**src/rtl/seq_frac_divider.sv**
```systemverilog
// Multi-cycle restoring divider producing floor((num << FRAC_W) / den),
// one quotient bit per clock, with saturation and divide-by-zero flagging.
module seq_frac_divider #(
  parameter int NUM_W  = 18,
  parameter int DEN_W  = 18,
  parameter int FRAC_W = 8,
  parameter int Q_W    = 8,
  parameter bit AUTO   = 1'b0
) (
  input  logic             clk,
  input  logic             nrst,
  input  logic             start,
  input  logic [NUM_W-1:0] num,
  input  logic [DEN_W-1:0] den,
  output logic             busy,
  output logic             valid,
  output logic [Q_W-1:0]   q_out,
  output logic             sat,
  output logic             dbz
);

  localparam int N_W   = NUM_W + FRAC_W;
  localparam int CNT_W = (N_W > 1) ? $clog2(N_W) : 1;
  localparam logic [CNT_W-1:0] LAST = CNT_W'(N_W - 1);

  typedef enum logic [1:0] {IDLE, RUN, DONE} state_t;

  state_t           state_q;
  logic [N_W-1:0]   d_q;
  logic [DEN_W:0]   r_q;
  logic [Q_W-1:0]   qs_q;
  logic             ovf_q;
  logic [DEN_W-1:0] den_q;
  logic             dbz_l_q;
  logic [CNT_W-1:0] cnt_q;
  logic [Q_W-1:0]   q_out_q;
  logic             valid_q;
  logic             sat_q;
  logic             dbz_q;

  logic             go;
  logic [DEN_W:0]   r_shift;
  logic [DEN_W:0]   r_d;
  logic             q_bit_d;

  assign go = AUTO ? 1'b1 : start;

  // A zero divisor forces the compare true so the run length stays constant.
  always_comb begin
    r_shift = {r_q[DEN_W-1:0], d_q[N_W-1]};
    q_bit_d = dbz_l_q || (r_shift >= {1'b0, den_q});
    r_d     = q_bit_d ? (r_shift - {1'b0, den_q}) : r_shift;
  end

  always_ff @(posedge clk or negedge nrst) begin
    if (!nrst) begin
      state_q <= IDLE;
      d_q     <= '0;
      r_q     <= '0;
      qs_q    <= '0;
      ovf_q   <= 1'b0;
      den_q   <= '0;
      dbz_l_q <= 1'b0;
      cnt_q   <= '0;
      q_out_q <= '0;
      valid_q <= 1'b0;
      sat_q   <= 1'b0;
      dbz_q   <= 1'b0;
    end else begin
      valid_q <= 1'b0;
      case (state_q)
        IDLE: begin
          if (go) begin
            d_q     <= {num, {FRAC_W{1'b0}}};
            r_q     <= '0;
            qs_q    <= '0;
            ovf_q   <= 1'b0;
            den_q   <= den;
            dbz_l_q <= (den == '0);
            cnt_q   <= '0;
            state_q <= RUN;
          end
        end
        RUN: begin
          d_q     <= {d_q[N_W-2:0], 1'b0};
          r_q     <= r_d;
          qs_q    <= {qs_q[Q_W-2:0], q_bit_d};
          // Any 1 shifted out of the quotient register means the result overflowed.
          ovf_q   <= ovf_q | qs_q[Q_W-1];
          cnt_q   <= cnt_q + CNT_W'(1);
          if (cnt_q == LAST) state_q <= DONE;
        end
        DONE: begin
          q_out_q <= (ovf_q | dbz_l_q) ? '1 : qs_q;
          sat_q   <= ovf_q & ~dbz_l_q;
          dbz_q   <= dbz_l_q;
          valid_q <= 1'b1;
          state_q <= IDLE;
        end
        default: state_q <= IDLE;
      endcase
    end
  end

  assign busy  = (state_q != IDLE);
  assign valid = valid_q;
  assign q_out = q_out_q;
  assign sat   = sat_q;
  assign dbz   = dbz_q;

endmodule

```
**config.mk**
```make
export PLATFORM = sky130hd
export DESIGN_NAME = seq_frac_divider
export DESIGN_NICKNAME = d
export VERILOG_FILES = /design/src/rtl/seq_frac_divider.sv
export SDC_FILE = /design/constraint.sdc
export NUM_CORES = 1
export LEC_CHECK = 0
export ABC_AREA = 1
export ABC_CLOCK_PERIOD_IN_PS = 4250
export BUFFER_PORTS_ARGS = -buffer_cell sky130_fd_sc_hd__buf_2
export CAP_MARGIN = 10
export CORE_MARGIN = 1.5
export CORE_UTILIZATION = 55
export CTS_CLUSTER_SIZE = 25
export DETAILED_ROUTE_END_ITERATION = 8
export PLACE_DENSITY = 0.83
export SYNTH_ARGS = -nofsm -noshare
export SYNTH_HDL_FRONTEND = slang
export SYNTH_SLANG_ARGS = --single-unit
```
**constraint.sdc**
```tcl
create_clock -name clk -period 4.25 [get_ports clk]
set_clock_uncertainty 0.2 [all_clocks]
set_input_delay 0.85 -clock clk [delete_from_list [all_inputs] [get_ports clk]]
set_output_delay 0.85 -clock clk [all_outputs]
set_load 0.02 [all_outputs]
```
* Yosys cells after proc, flatten, opt, wreduce, memory -nomap -nowiden
Cells that the tools add are included.
** Word-level totals
- Memories :: 0
- RAM bits :: 0
- Output and inout bits :: 12
- Latch bits :: 0
- Bits of input ports :: 39
- Flip-flop bits (word level) :: 90
- Bits in read-only memories :: 0
- Word-level logic and storage cells :: 48
** Cells by class
- Bitwise logic cells :: 4
- Div/mod/pow operators :: 0
- Multiplexer cells :: 16
- Reductions and logical operators :: 8
- Add/sub/neg operators :: 2
- $mul :: 0
- Eq/ne operators :: 5
- Order comparisons :: 1
- Shifts and indexed selects :: 0
** Operators by type and width (number)
- $pmux W26 S2 :: 1
- $mux W18 :: 2
- $pmux W18 S2 :: 1
- $mux W26 :: 1
- $ge A19 B18 Y1 :: 1
- $logic_not A18 Y1 :: 1
- $sub A18 B18 Y18 :: 1
- $mux W8 :: 2
- $pmux W8 S2 :: 1
- $pmux W5 S2 :: 1
- $reduce_and A2 Y1 :: 3
- $add A5 B1 Y5 const B :: 1
- $eq A5 B5 Y1 const B :: 1
- $mux W5 :: 1
- $mux W2 :: 2
- $ne A2 B2 Y1 const B :: 2
- $pmux W2 S2 :: 1
- $reduce_bool A2 Y1 :: 2
- $eq A2 B1 Y1 const B :: 1
- $eq A2 B2 Y1 const B :: 1
- $logic_not A2 Y1 :: 1
- $mux W1 :: 2
- $or A1 B1 Y1 :: 2
- $pmux W1 S2 :: 1
- 3 further kinds :: 3

* Logic depth before layout (Yosys ltp)
Gate-level depths: netlist of the first run.
- Word-level depth :: 4
- Depth in mapped cells :: 15

* Worst setup path after synthesis of the first run
Ideal clock, no wire load.
- Path kind :: reg2reg
- From :: reg d_q[25]
- To :: reg r_q[10]
- Slack :: 2.223 ns
- Buffers on the path :: 0
- Data arrival time :: 1.710 ns
- Cell stages (with the launch flop) :: 15
- Library setup time :: 0.117 ns
- Cell sequence :: dfrtp_1 > inv_1 > ha_1 > inv_1 > fa_1 > inv_1 > nor2_1 > nor2_1 > o21bai_2 > nand2_1 > nand3b_1 > nand2_1 > nand2_1 > nand3_1 > nand2_1
** Between the ends
- Cells in the longest elaborated chain, start to end :: 4
- Elaborated cells between the ends (all ways) :: 5
- Classes of those cells :: add/sub: 1; order compare: 1; mux: 2; reduce/logical: 1
** RTL lines
- start: declaration :: line 29 : logic [N_W-1:0] d_q;
- start signal: assignment :: line 74 : d_q <= {num, {FRAC_W{1'b0}}};
- start signal: assignment :: line 85 : d_q <= {d_q[N_W-2:0], 1'b0};
- $ge A19 B18 Y1 :: line 51 : q_bit_d = dbz_l_q || (r_shift >= {1'b0, den_q});
- $logic_or A1 B1 Y1 :: line 51
- $mux W18 * :: line 52 : r_d = q_bit_d ? (r_shift - {1'b0, den_q}) : r_shift;
- $pmux W18 S2 * :: line 71 : case (state_q)
- end signal: assignment :: line 86 : r_q <= r_d;
- end: declaration :: line 30 : logic [DEN_W:0] r_q;
Every way passes the cells marked *; elsewhere a longest branch is shown, timed or not.
A chain may end at the register's enable or synchronous reset.

* Worst setup path in the final report of the first run
- From :: reg state_q[0]
- To :: reg r_q[4]
** Between the ends
- Cells in the longest elaborated chain, start to end :: 3
- Elaborated cells between the ends (all ways) :: 6
- Classes of those cells :: eq/ne: 2; mux: 1; reduce/logical: 3
** RTL lines
- start: declaration :: line 28 : state_t state_q;
- start signal: assignment :: line 57 : state_q <= IDLE;
- start signal: assignment :: line 81 : state_q <= RUN;
- start signal: assignment :: line 91 : if (cnt_q == LAST) state_q <= DONE;
- $eq A2 B1 Y1 or $logic_not A2 Y1 (tied branches) :: line 71
- $reduce_bool A2 Y1 (no line) or $ne A2 B2 Y1 (tied branches)
- $reduce_and A2 Y1 (no line)
Several ways; a longest one is shown, not always the timed one.

==> reports/summary.txt, run 1 <==
Outcome - finished clean
Setup bufs post-CTS - 0
Worst Path Arrival - 2.92 ns
Crit-path max FO - 30
Vias per inst - 5.47
Flops & latches, synth - 82
Max Clk Rate - 351 MHz
WP data required - 4.32 ns
Cts hold-fix bufs - 0
CTS Buf Count - 9
Gr usage total - 25.2%
PD cells - 959 nW/µm²
Placed instance count - 750
Placed instance area - 4980 µm²
End of the worst hold path - den_q[5]
Clock-pin slew on the worst setup and hold paths - 0.08 ns
Vias in the first global route - 3905
Max-cap violations - 0
Remaining DRCs - 0
Iter 0 DRT Violations - 270
CTS root buf - clkbuf_8
Cell count after synthesis - 612
Min-delay src - den_q[5]
N_diodes - 0
Clock sinks - 82
Setup repair after global routing missed its margin - no
Area Overhead vs Synth - 11.6%
First-pass GRT wire length - 17800 µm
Fin cells - 766
Die ar. - 9070 µm²
Initial antenna violation count - 0
PostCTS Resize Cnt - 0
Final Setup Violations - 0
TritonRoute pass-1 iters - 5
Final hold vios - 0
Routed WL per cell - 13.9 µm
Synth Cell Area - 4680 µm²
Worst reg2reg startpoint - state_q[0]
Switching portion of total power - 47.6%
Initial core utilization - 56.9%
Post-detail-place hpwl - 7770 µm
Leakage - 0.00274 µW
Number of port buffers - 50
Synth Net Count - 672
GP Congestion - 0.908
Combinational share of power - 60.1%
Min-Delay Path Class - register to register
Sw Pwr - 2380 µW
# IOs - 51
Final worst slack - 1.40 ns
Row cnt - 33
Max-slew violations - 0
Synth warn - 0
Worst setup path class - register to register
Worst-Margin Slew - 1.10 ns
VDD IR max - 0.416 mV
R2R depth - 6
Seq/Total Area, Yosys - 43.9%
Die H - 95.2 µm
Core footprint - 8220 µm²
DR vias - 4191
Netlist cell types - 36
Setup TNS after final layout - 0 ns
Critical R2R Capture - r_q[4]
Number of antenna-violating nets in the routed design - 0
Clock share of power - 13.2%
Pre-CTS setup slack - 1.45 ns
Hold Path Depth - 2
Int Pwr - 2620 µW
Tcrit/Tclk final - 67.1%
Clk Latency, worst-skew pair - 0.35 ns
Clock buffer depth - 2
CP endpoint kind - register
Syn avg cell area - 7.64 µm²
Sequential share of power - 26.6%
Depth of the CTS H-tree - 3
Layout cells sized above 1 - 13.2%
Worst Setup Start Kind - register
Nets - 716
Final WL - 10700 µm
Max_slew headroom - 26.7%
Hold_ws - 0.291 ns
Final Cell Area - 5220 µm²
Reg2reg setup slack - 1.40 ns
Die extent in x - 95.2 µm
GRT overflow - 0
Largest net degree at the start of global routing - 83
Crit path time final - 2.85 ns
CTS tree - done
[worst max-delay path by stage]
| stage | start | cells after the start | to | slack (ns) |
|---|---|---|---|---|
| floorplan | d_q[25] | 14 | r_q[10] | 2.22 |
| global placement | state_q[0] | 6 | r_q[3] | 1.59 |
| detailed placement | state_q[0] | 6 | qs_q[1] | 1.45 |
| CTS | state_q[0] | 6 | r_q[3] | 1.46 |
| global route | state_q[0] | 6 | qs_q[0] | 1.08 |
| finish | state_q[0] | 6 | r_q[4] | 1.40 |
[critical path, stage by stage (launching register included)]
cell,delay [ns]
dfrtp_1,0.41
nand2_1,0.72
inv_1,0.09
buf_4,0.25
nor2_2,0.43
inv_1,0.41
o21ai_0,0.26
[power by group through the flow]
stage	Clock [µW]	Sequential, µW	Combinational (µW)
6_report	663	1330	3010
5_1_grt	697	1370	3390
4_1_cts	669	1330	2970
3_5_place_dp	0	1340	2950
3_3_place_gp	0	1320	2850
2_1_floorplan	0	1280	2370
[kinds of logic (layout without fill, tap and decap cells)]
logic type | Yosys count | in the layout | share of synthesized area [%]
xor+xnor | 7 | 7 | 1.31
buf+inv | 122 | 171 | 10.4
fa+ha+maj | 21 | 21 | 5.78
simple gates | 269 | 269 | 25.6
compound gates | 111 | 111 | 13.1
flops | 82 | 82 | 43.9
[cell usage after synthesis]
master / instances / area share [%]
buf_8: 1 / 0.32
inv_1: 98 / 7.9
nand4_1: 6 / 0.80
o21ai_0: 33 / 3.5
inv_2: 4 / 0.32
o22ai_1: 24 / 3.2
o21ai_1: 5 / 0.53
nand3_2: 1 / 0.21
a22o_1: 1 / 0.19
nand2_8: 2 / 0.86
nor4_1: 1 / 0.13
nor3_2: 2 / 0.43
fa_1: 1 / 0.43
ha_1: 20 / 5.3
nor2_1: 40 / 3.2
nor3_1: 3 / 0.32
o21bai_1: 2 / 0.32
a21oi_1: 41 / 4.4
o211ai_1: 1 / 0.16
o21ai_2: 1 / 0.19
nand3_1: 38 / 4.1
xor2_1: 1 / 0.19
buf_6: 2 / 0.48
xnor2_1: 6 / 1.1
nand3b_1: 9 / 1.4
buf_2: 1 / 0.11
dfrtp_1: 82 / 44
nor2_4: 2 / 0.48
buf_1: 1 / 0.080
nand2_4: 1 / 0.24
a21oi_2: 1 / 0.19
o21bai_2: 1 / 0.24
o31ai_1: 1 / 0.16
nand2_2: 4 / 0.53
clkbuf_1: 15 / 1.2
nand2_1: 160 / 13
[layer usage]
layer  part of all wire, %  GRT usage, %  wire length (µm)  up-vias
met5                     0             0                 0        -
met4                   1.3          7.46               136        0
met3                   4.9          4.07               525       16
met2                    47          40.6              5050      138
met1                    46          35.0              4960     1989
li1                      -             -                 -     2048
[sequential cells by signal (all words and copies together) (netlist names)]
register / count
valid: 1
den_q: 18
ovf_q: 1
dbz: 1
cnt_q: 5
dbz_l_q: 1
qs_q: 8
state_q: 2
d_q: 18
r_q: 18
q_out: 8
sat: 1
[final cells by class]
cell class,instances,area [µm²]
inverters,102,383
clock inverters,5,103
repair buffers,53,275
multi-input cells,408,2140
well taps,105,131
fillers,689,3000
flip-flops and latches,82,2050
clock buffers,11,131
[metrics by stage]
step / total power, µW / util, %
6_report: 5000 / 63.5
5_1_grt: 5460 / 63.5
4_1_cts: 4970 / 63.5
3_5_place_dp: 4280 / 60.7
3_3_place_gp: 4170 / 60.7
2_1_floorplan: 3650 / -
[layout by cell type, fill, tap and decap left out, types with 9 or more instances in the layout]
| master | count |
|---|---|
| a21oi_1 | 41 |
| buf_2 | 49 |
| clkbuf_8 | 9 |
| dfrtp_1 | 82 |
| ha_1 | 20 |
| inv_1 | 98 |
| nand2_1 | 160 |
| nand3_1 | 38 |
| nand3b_1 | 9 |
| nor2_1 | 39 |
| o21ai_0 | 33 |
| o22ai_1 | 24 |
Note: power is estimated with default switching activity, not from simulation.
==> run 2, diff against run 1 <==
ABC_CLOCK_PERIOD_IN_PS = 2800   (was 4250)
clock period = 2.8 ns   (was 4.25 ns; I/O delays follow)
==> run 2 against run 1 <==
Net effect: die area did not move; largest power group unchanged; critical path depth increased by 3; via count increased by 2.3%; sequential cell count is the same; cell count grew 1.0%; power up 51%; routed wire length is 2.4% higher.
==> reports/summary.txt, run 2 (same netlist as run 1, synthesis figures left out) <==
Outcome - finished clean (unchanged)
Max-cap violations - 0 (unchanged)
Worst path cell trace - ha_1, a21oi_1, o21ai_0, nor2_4, nand2_8, nand2_1, nand2_1, nand2_1, nand2_1 (was nand2_1, inv_1, buf_4, nor2_2, inv_1, o21ai_0)
Final WL - 10900 µm (was 10700 µm)
Min-Delay Path Class - primary input to register (was register to register)
Nets - 724 (was 716)
Setup TNS after final layout - 0 ns (unchanged)
Routed WL per cell - 14.1 µm (was 13.9 µm)
CP endpoint kind - register (unchanged)
Crit-path max cell delay - 0.45 ns (was 0.72 ns)
Max_slew headroom - 61.0% (was 26.7%)
CTS root buf - clkbuf_8 (unchanged)
Clock share of power - 13.0% (was 13.2%)
Tcrit/Tclk final - 87.0% (was 67.1%)
Core footprint - 8220 µm² (unchanged)
Final Setup Violations - 0 (unchanged)
Leakage - 0.00278 µW (was 0.00274 µW)
Die extent in x - 95.2 µm (unchanged)
PostCTS Resize Cnt - 0 (unchanged)
GRT overflow - 0 (unchanged)
Reg2reg setup slack - 0.37 ns (was 1.40 ns)
Die ar. - 9070 µm² (unchanged)
Max Clk Rate - 411 MHz (was 351 MHz)
CTS Buf Count - 9 (unchanged)
Worst-Margin Slew - 0.584 ns (was 1.10 ns)
Area Overhead vs Synth - 12.7% (was 11.6%)
Post-detail-place hpwl - 8030 µm (was 7770 µm)
Sw Pwr - 3620 µW (was 2380 µW)
Clock sinks - 82 (unchanged)
Crit path time final - 2.43 ns (was 2.85 ns)
Remaining DRCs - 0 (unchanged)
Buf/Inv on CP - 0 (was 3)
CP max-delay cell - nor2_4 (was nand2_1)
Largest net degree at the start of global routing - 41 (was 83)
TritonRoute pass-1 iters - 5 (unchanged)
Sequential share of power - 26.6% (about the same)
Gr usage total - 26.6% (was 25.2%)
Util after Layout - 64.2% (was 63.5%)
Most frequent cells in the layout - 160 x nand2_1, 98 x inv_1, 82 x dfrtp_1, 49 x buf_2, 41 x a21oi_1 (unchanged)
Initial core utilization - 56.9% (unchanged)
First-pass GRT wire length - 18700 µm (was 17800 µm)
Vias per inst - 5.54 (was 5.47)
Worst Path Arrival - 2.50 ns (was 2.92 ns)
Hold_ws - 0.218 ns (was 0.291 ns)
Worst Setup Start Kind - register (unchanged)
Iter 0 DRT Violations - 352 (was 270)
CTS tree - done (unchanged)
Max-slew violations - 0 (unchanged)
WP data required - 2.86 ns (was 4.32 ns)
Setup repair after global routing missed its margin - no (unchanged)
PD cells - 1430 nW/µm² (was 959 nW/µm²)
Combinational share of power - 60.4% (was 60.1%)
Final hold vios - 0 (unchanged)
Clock-pin slew on the worst setup and hold paths - 0.09 ns (was 0.08 ns)
Clk Latency, worst-skew pair - 0.36 ns (was 0.35 ns)
Layout cells sized above 1 - 14.2% (was 13.2%)
Most common cell after layout, fill and taps aside - nand2_1 (unchanged)
Crit-path max FO - 18 (was 30)
Most frequent cell on the critical path - nand2_1 (was inv_1)
Clock buffer depth - 2 (unchanged)
Biggest regs - d_q (18), den_q (18), r_q (18) (unchanged)
VDD IR max - 0.733 mV (was 0.416 mV)
GP Congestion - 0.920 (was 0.908)
DR vias - 4288 (was 4191)
Die H - 95.2 µm (unchanged)
Switching portion of total power - 47.9% (was 47.6%)
Depth of the CTS H-tree - 3 (unchanged)
Initial antenna violation count - 0 (unchanged)
Cell family with most CP delay - simple AND/OR/NAND/NOR gates (unchanged)
# IOs - 51 (unchanged)
Vias in the first global route - 4152 (was 3905)
Worst setup path class - register to register (unchanged)
N_diodes - 0 (unchanged)
Number of antenna-violating nets in the routed design - 0 (unchanged)
Row cnt - 33 (unchanged)
Number of port buffers - 50 (unchanged)
Int Pwr - 3940 µW (was 2620 µW)
==> run 2: worst register-to-register path: stages (launching register included) <==
cell     delay (ns)
dfrtp_1        0.40
ha_1           0.35
a21oi_1        0.22
o21ai_0        0.18
nor2_4         0.45
nand2_8        0.17
nand2_1        0.16
nand2_1        0.08
nand2_1        0.08
nand2_1        0.05
==> run 2: power by group through the flow <==
stage	Sequential, µW	Clock [µW]	Combinational, µW
floorplan	1950	0	3590
global placement	2000	0	4310
detailed placement	2020	0	4460
CTS	2000	990	4520
global route	2070	1030	5190
finish	2010	983	4560
==> run 2: what timing repair did <==
| action | 4_1_cts | 5_1_grt |
|---|---|---|
| setup buffers | 0 | 0 |
| hold endpoints to repair | 37 | 0 |
| hold buffers | 1 | 0 |
==> run 2: layout make-up <==
| cell class | instances | area, µm² |
|---|---|---|
| Fill cell | 676 | 2940 |
| Multi-Input combinational cell | 408 | 2140 |
| Sequential cell | 82 | 2050 |
| Inverter | 102 | 383 |
| Timing Repair Buffer | 61 | 338 |
| Clock buffer | 11 | 141 |
| Tap cell | 105 | 131 |
| Clock inverter | 5 | 85.1 |
==> run 2: worst paths after layout <==
check	startpoint	endpoint	cells past startpoint
min reg2reg	den_q[5]	den_q[5]	2
max	r_q[15]	r_q[12]	9
max in group asynchronous	nrst	cnt_q[3]	3
min	den[0]	den_q[0]	3
min in group asynchronous	nrst	den_q[5]	2
max reg2reg	r_q[15]	r_q[12]	9
==> run 2: per-stage QoR <==
stage / power, µW / cell area [µm²] / setup slack (ns) / instances
5_1_grt: 8290 / 5270 / 0.244 / 774
6_report: 7550 / 5270 / 0.365 / 774
3_5_place_dp: 6480 / 5040 / 0.438 / 757
4_1_cts: 7510 / 5270 / 0.388 / 774
2_1_floorplan: 5540 / 4680 / 0.773 / 612
3_3_place_gp: 6310 / 5040 / 0.511 / 757
==> run 2: metal layers <==
layer / share of wire [%] / up-vias / wire [µm] / global-route usage, %
li1: - / 2069 / - / -
met1: 43 / 2000 / 4710 / 35.1
met2: 48 / 183 / 5220 / 43.9
met3: 6.5 / 36 / 709 / 4.07
met4: 2.7 / 0 / 294 / 10.4
met5: 0 / - / 0 / 0
